`src/rtl/video_pattern_gen.sv`:
```
// Pixel-stream source: programmable raster timing with bars/gradient/checker/solid test patterns.
// Optional VIDEO_GEN_SCROLL_EN adds a frame counter (oFrameCount) that scrolls gradient/checker.
module video_pattern_gen #(
  parameter int H_ACTIVE = 640,
  parameter int H_FP     = 16,
  parameter int H_SYNC   = 96,
  parameter int H_BP     = 48,
  parameter int V_ACTIVE = 480,
  parameter int V_FP     = 10,
  parameter int V_SYNC   = 2,
  parameter int V_BP     = 33
) (
  input  logic        iClk,
  input  logic        iRst,
  input  logic        iEnable,
  input  logic [1:0]  iPattern,
  input  logic [23:0] iSolid,
  output logic [7:0]  oR,
  output logic [7:0]  oG,
  output logic [7:0]  oB,
  output logic        oHSync,
  output logic        oVSync,
  output logic        oLineValid,
  output logic        oFrameValid,
  output logic [11:0] oX,
  output logic [11:0] oY,
  output logic        oFrameDone
`ifdef VIDEO_GEN_SCROLL_EN
  ,
  output logic [7:0]  oFrameCount
`endif
);

  localparam int H_TOTAL = H_ACTIVE + H_FP + H_SYNC + H_BP;
  localparam int V_TOTAL = V_ACTIVE + V_FP + V_SYNC + V_BP;

  localparam logic [11:0] H_LAST   = 12'(H_TOTAL - 1);
  localparam logic [11:0] V_LAST   = 12'(V_TOTAL - 1);
  localparam logic [11:0] H_ACT    = 12'(H_ACTIVE);
  localparam logic [11:0] V_ACT    = 12'(V_ACTIVE);
  localparam logic [11:0] HS_START = 12'(H_ACTIVE + H_FP);
  localparam logic [11:0] HS_END   = 12'(H_ACTIVE + H_FP + H_SYNC);
  localparam logic [11:0] VS_START = 12'(V_ACTIVE + V_FP);
  localparam logic [11:0] VS_END   = 12'(V_ACTIVE + V_FP + V_SYNC);

  localparam int BAR_W = H_ACTIVE / 8;
  localparam int BW    = (BAR_W > 1) ? $clog2(BAR_W) : 1;
  localparam logic [BW-1:0] BAR_LAST = BW'(BAR_W - 1);

  typedef enum logic [1:0] {IDLE, RUN, STOP_PENDING} state_t;

  state_t         state, stateNext;
  logic [11:0]    hCnt, hNext, hAdv;
  logic [11:0]    vCnt, vNext, vAdv;
  logic [BW-1:0]  barCnt, barCntNext, barCntAdv;
  logic [2:0]     barIdx, barIdxNext, barIdxAdv;
  logic [1:0]     patReg;
  logic [23:0]    solidReg;
  logic           latch, advance, lastPixel, running;
  logic [7:0]     hScroll;

  logic           lineValid, frameValid, hSyncN, vSyncN;
  logic [23:0]    barRgb, pixRgb;

  assign lastPixel = (hCnt == H_LAST) && (vCnt == V_LAST);
  assign running   = (state != IDLE);

  // Counter advance; the bar sub-counter tracks h so bar selection needs no divider.
  always_comb begin
    hAdv      = hCnt + 12'd1;
    vAdv      = vCnt;
    barCntAdv = barCnt + BW'(1);
    barIdxAdv = barIdx;
    if (hCnt == H_LAST) begin
      hAdv      = '0;
      barCntAdv = '0;
      barIdxAdv = '0;
      vAdv      = (vCnt == V_LAST) ? 12'd0 : vCnt + 12'd1;
    end else if (barCnt == BAR_LAST) begin
      barCntAdv = '0;
      barIdxAdv = barIdx + 3'd1;
    end
  end

  always_comb begin
    stateNext  = state;
    hNext      = hCnt;
    vNext      = vCnt;
    barCntNext = barCnt;
    barIdxNext = barIdx;
    latch      = 1'b0;
    advance    = 1'b0;
    case (state)
      IDLE: begin
        if (iEnable) begin
          stateNext = RUN;
          latch     = 1'b1;
        end
      end
      RUN: begin
        advance = 1'b1;
        if (!iEnable) stateNext = STOP_PENDING;
      end
      STOP_PENDING: begin
        if (iEnable) begin
          stateNext = RUN;
          advance   = 1'b1;
        end else if (lastPixel) begin
          stateNext  = IDLE;
          hNext      = '0;
          vNext      = '0;
          barCntNext = '0;
          barIdxNext = '0;
        end else begin
          advance = 1'b1;
        end
      end
      default: stateNext = IDLE;
    endcase
    if (advance) begin
      hNext      = hAdv;
      vNext      = vAdv;
      barCntNext = barCntAdv;
      barIdxNext = barIdxAdv;
      latch      = lastPixel;
    end
  end

  always_ff @(posedge iClk or posedge iRst) begin
    if (iRst) begin
      state    <= IDLE;
      hCnt     <= '0;
      vCnt     <= '0;
      barCnt   <= '0;
      barIdx   <= '0;
      patReg   <= '0;
      solidReg <= '0;
    end else begin
      state  <= stateNext;
      hCnt   <= hNext;
      vCnt   <= vNext;
      barCnt <= barCntNext;
      barIdx <= barIdxNext;
      if (latch) begin
        patReg   <= iPattern;
        solidReg <= iSolid;
      end
    end
  end

`ifdef VIDEO_GEN_SCROLL_EN
  logic [7:0] fcReg;

  // Advances together with the oFrameDone pulse so the next frame's first pixel sees the new value.
  always_ff @(posedge iClk or posedge iRst) begin
    if (iRst) fcReg <= '0;
    else if (running && lastPixel) fcReg <= fcReg + 8'd1;
  end

  assign oFrameCount = fcReg;
  assign hScroll     = hCnt[7:0] + fcReg;
`else
  assign hScroll = hCnt[7:0];
`endif

  always_comb begin
    lineValid  = (hCnt < H_ACT) && (vCnt < V_ACT);
    frameValid = (vCnt < V_ACT);
    hSyncN     = !((hCnt >= HS_START) && (hCnt < HS_END));
    vSyncN     = !((vCnt >= VS_START) && (vCnt < VS_END));
    // Bar order white..black maps onto inverted index bits: R=~b1, G=~b2, B=~b0.
    barRgb = {{8{~barIdx[1]}}, {8{~barIdx[2]}}, {8{~barIdx[0]}}};
    case (patReg)
      2'd0:    pixRgb = barRgb;
      2'd1:    pixRgb = {hScroll, vCnt[7:0], hCnt[7:0] + vCnt[7:0]};
      2'd2:    pixRgb = (hScroll[5] ^ vCnt[5]) ? 24'hFFFFFF : 24'h000000;
      default: pixRgb = solidReg;
    endcase
    if (!lineValid) pixRgb = '0;
  end

  always_ff @(posedge iClk or posedge iRst) begin
    if (iRst) begin
      oR          <= '0;
      oG          <= '0;
      oB          <= '0;
      oHSync      <= 1'b1;
      oVSync      <= 1'b1;
      oLineValid  <= 1'b0;
      oFrameValid <= 1'b0;
      oX          <= '0;
      oY          <= '0;
      oFrameDone  <= 1'b0;
    end else if (running) begin
      {oR, oG, oB} <= pixRgb;
      oHSync       <= hSyncN;
      oVSync       <= vSyncN;
      oLineValid   <= lineValid;
      oFrameValid  <= frameValid;
      oX           <= hCnt;
      oY           <= vCnt;
      oFrameDone   <= lastPixel;
    end else begin
      oR          <= '0;
      oG          <= '0;
      oB          <= '0;
      oHSync      <= 1'b1;
      oVSync      <= 1'b1;
      oLineValid  <= 1'b0;
      oFrameValid <= 1'b0;
      oX          <= '0;
      oY          <= '0;
      oFrameDone  <= 1'b0;
    end
  end

endmodule

```
`config.mk`:
```
export PLATFORM = sky130hd
export DESIGN_NAME = video_pattern_gen
export DESIGN_NICKNAME = d
export VERILOG_FILES = /design/src/rtl/video_pattern_gen.sv
export SDC_FILE = /design/constraint.sdc
export NUM_CORES = 1
export LEC_CHECK = 0
export CAP_MARGIN = 20
export CORE_MARGIN = 1.5
export CORE_UTILIZATION = 49
export CTS_CLUSTER_DIAMETER = 50
export DETAILED_ROUTE_END_ITERATION = 7
export PLACE_DENSITY_LB_ADDON = 0.08
export SYNTH_ARGS = -nofsm -noshare
export SYNTH_HDL_FRONTEND = slang
export SYNTH_SLANG_ARGS = --single-unit
export TNS_END_PERCENT = 5
```
`constraint.sdc`:
```
create_clock -name iClk -period 4.3 [get_ports iClk]
set_input_delay 1.29 -clock iClk [delete_from_list [all_inputs] [get_ports iClk]]
set_output_delay 1.29 -clock iClk [all_outputs]
set_load 0.01 [all_outputs]
```
==> flow_summary_export.csv <==
group,metric,value,unit
run_status,outcome,"complete, no violations",
global_routing,antenna_found_initial,0,
synth,synth_area_leader_cell,"dfrtp_1",
setup_path,critical_path_arrival,3330,ps
detailed_routing,vias,3968,
placement,hpwlAfterDp,7750,um
synth,synth_most_common_cell,"dfrtp_1",
clock_tree,numCtsBuffers,17,
power,p_total,4.30,mW
cells_and_area,final_cell_count_no_fill,723,
setup_path,crit_type,"flop to flop",
cells_and_area,antennaDiodeCount,0,
setup_path,critPathMaxStageDelay,650,ps
cells_and_area,nNetsFinal,618,
detailed_routing,drtPass1Iterations,4,
power,p_switching,1.41,mW
timing,worst_pin_slew,1060,ps
synth,synthTopCellsByCount,"dfrtp_1 (113), nor2_1 (38), a21oi_1 (30), nor3_1 (30), o21ai_0 (29)",
global_routing,grt_pass1_vias,3961,
clock_tree,cts_tree,"built",
floorplan,num_io_pins,82,
setup_path,crit_fanout,26,
timing,fin_crit_sh,0.686,
detailed_routing,post_drt_wl_per_cell,16.1,um
power,vdd_ir_drop_max,0.298,mV
synth,synth.avg_cell_area,11.0,um2
setup_path,crit_path_end_kind,"flop",
clock_tree,cts_num_sinks,115,
detailed_routing,wl_met3,405,um
power,power_frac_seq,0.354,
floorplan,rows,38,
placement,gp_congestion,0.820,
timing,skew,10.2,ps
power,cellPowerDensity,622,mW/mm2
placement,place_ws,999,ps
synth,synthCells,489,
clock_tree,clockBufferDepth,2,
global_routing,grt_util_all_layers,0.218,
detailed_routing,drt-vias-per-instance,5.49,
timing,setup_ws,1350,ps
timing,fin_tns_setup,0,ps
timing,worst_slew_margin_rel,0.289,
synth,ys_types,60,
global_routing,grt_start_max_net_pins,116,
floorplan,core,0.0108,mm2
clock_tree,post_cts_buffers,0,
power,cellInternalPower,2.89,mW
placement,portBuffers,81,
timing,setup_viol,0,
cells_and_area,final_area,0.00691,mm2
detailed_routing,remaining_drc_errors,0,
floorplan,dieHeight,108,um
detailed_routing,ant_nets,0,
setup_path,crit_path_start_kind,"flop",
clock_tree,path_clk_slew,60,ps
clock_tree,htree_levels,4,
power,switching_share,0.329,
clock_tree,cts_resized,0,
synth,yosys-top-cells-area,"dfrtp_1 (53%), mux2_4 (5.6%), ha_1 (4.2%), a21oi_1 (2.8%), nor2b_1 (2.8%)",
timing,finalHoldViolCount,0,
floorplan,die_x,108,um
synth,synth_ff_type,"dfrtp_1",
setup_path,cp_cell_sequence,"ha_1 > nand3_1 > nor4_4 > nand2_2 > o31a_2 > mux2_4",
synth,synthArstFlopShare,1.00,
floorplan,start_util,0.498,
detailed_routing,wl_met2,5840,um
placement,placed_cell_area,0.00629,mm2
detailed_routing,first_iter_violations,199,
timing,fmax,0.339,GHz
clock_tree,postCtsHoldBufs,0,
synth,ys_warn_count,0,
synth,seq_area_frac_synth,0.535,
synth,synth_top_area_frac,0.526,
synth,ys_ff_latch,115,
setup_path,critical_path_buf_inv_count,0,
timing,grt_setup_unrepaired,"false",
detailed_routing,wl,11600,um
detailed_routing,top_layer_used,"met4",
detailed_routing,drt-met1-wl,5290,um
synth,syn-num-nets,537,
global_routing,grt_pass1_wl,19500,um
worst_hold_path,min_path_type,"flop to flop",
power,power_frac_comb,0.310,
cells_and_area,drive_gt1_frac,0.130,
synth,synth.cell_area,0.00538,mm2
timing,slew_violations,0,
floorplan,die_area,0.0116,mm2
flow_run,drv_cap,0,
setup_path,cp_slowest_cell,"o31a_2",
clock_tree,clock_latency,510,ps
placement,dp_cells,690,
synth,synth-edff-count,0,
clock_tree,cts-root-buf,"clkbuf_8",
setup_path,cp.required,4680,ps
cells_and_area,area_growth,28.5,%
timing,min_period,2950,ps
power,cellLeakagePower,3.10,nW
power,clock_power_share,0.336,
global_routing,overflow,0,
setup_path,crit_family,"simple AND/OR/NAND/NOR gates",
[per-layer routing]
layer	track usage	up-vias
met5	0	-
met4	0.0714	0
met3	0.0472	10
met2	0.357	96
met1	0.288	1948
li1	-	1914
[per-stage QoR]
step | hold slack (ps) | utilization
3_3_place_gp | 478 | 0.583
5_1_grt | 502 | 0.641
3_5_place_dp | 482 | 0.583
6_report | 483 | 0.641
4_1_cts | 489 | 0.640
2_1_floorplan | 453 | -
[placed cells by master (no fill, tap or decap), types with 13 or more instances in the layout]
| master | n |
|---|---|
| a21oi_1 | 30 |
| clkbuf_16 | 16 |
| clkdlybuf4s50_1 | 81 |
| dfrtp_1 | 113 |
| ha_1 | 18 |
| inv_1 | 13 |
| mux2_4 | 20 |
| nand2_1 | 26 |
| nand3_1 | 17 |
| nor2_1 | 38 |
| nor2b_1 | 24 |
| nor3_1 | 30 |
| o21ai_0 | 29 |
| o31ai_1 | 13 |
[worst reg2reg max path: stages, from the launching register on]
cell	delay, ps
dfrtp_1	530
ha_1	250
nand3_1	260
nor4_4	590
nand2_2	110
o31a_2	650
mux2_4	430
[logic make-up (layout without fill, tap and decap cells)]
group,after synthesis,after routing,share of synthesized area
adder cells (fa/ha/maj),19,19,0.0456
AND/OR/NAND/NOR,168,168,0.166
XOR/XNOR,13,13,0.0212
flip-flops,115,115,0.535
buffers and inverters,39,133,0.0335
AO/OA/AOI/OAI,104,104,0.120
multiplexers,31,31,0.0781
[power groups by stage]
stage	registers, mW	logic (mW)	clock network, mW
6_report	1.52	1.33	1.45
5_1_grt	1.56	1.48	1.53
4_1_cts	1.52	1.33	1.47
3_5_place_dp	1.54	1.32	0
3_3_place_gp	1.53	1.29	0
2_1_floorplan	1.46	1.01	0
[sequential cells by signal (all words and copies together) (netlist names)]
| name | cells |
|---|---|
| barCnt | 7 |
| barIdx | 3 |
| hCnt | 12 |
| oB | 8 |
| oFrameDone | 1 |
| oFrameValid | 1 |
| oG | 8 |
| oHSync | 1 |
| oLineValid | 1 |
| oR | 8 |
| oVSync | 1 |
| oX | 12 |
| oY | 12 |
| patReg | 2 |
| solidReg | 24 |
| state | 2 |
| vCnt | 12 |
[worst paths after layout]
kind / from / slack (ps) / end / cells after the start
worst max-delay path: hCnt[1]$_DFFE_PP0P_ / 1350 / solidReg[5]$_DFFE_PP0P_ / 6
min in group asynchronous: iRst / 1320 / oG[4]$_DFF_PP0_ / 3
worst max register to register: hCnt[1]$_DFFE_PP0P_ / 1350 / solidReg[5]$_DFFE_PP0P_ / 6
worst min register to register: barIdx[2]$_DFFE_PP0P_ / 480 / barIdx[2]$_DFFE_PP0P_ / 1
worst min-delay path: barIdx[2]$_DFFE_PP0P_ / 480 / barIdx[2]$_DFFE_PP0P_ / 1
max in group asynchronous: iRst / 2540 / barCnt[6]$_DFFE_PP0P_ / 3
[area by class of cell]
cell class                      instances  area [um2]
Inverter                               14        56.3
Fill cell                             880        3880
Tap cell                              140         175
Clock buffer                           18         428
Timing Repair Buffer                   87         866
Clock inverter                         14         186
Sequential cell                       115        2880
Multi-Input combinational cell        335        2320
(Power assumes the default switching activity.)
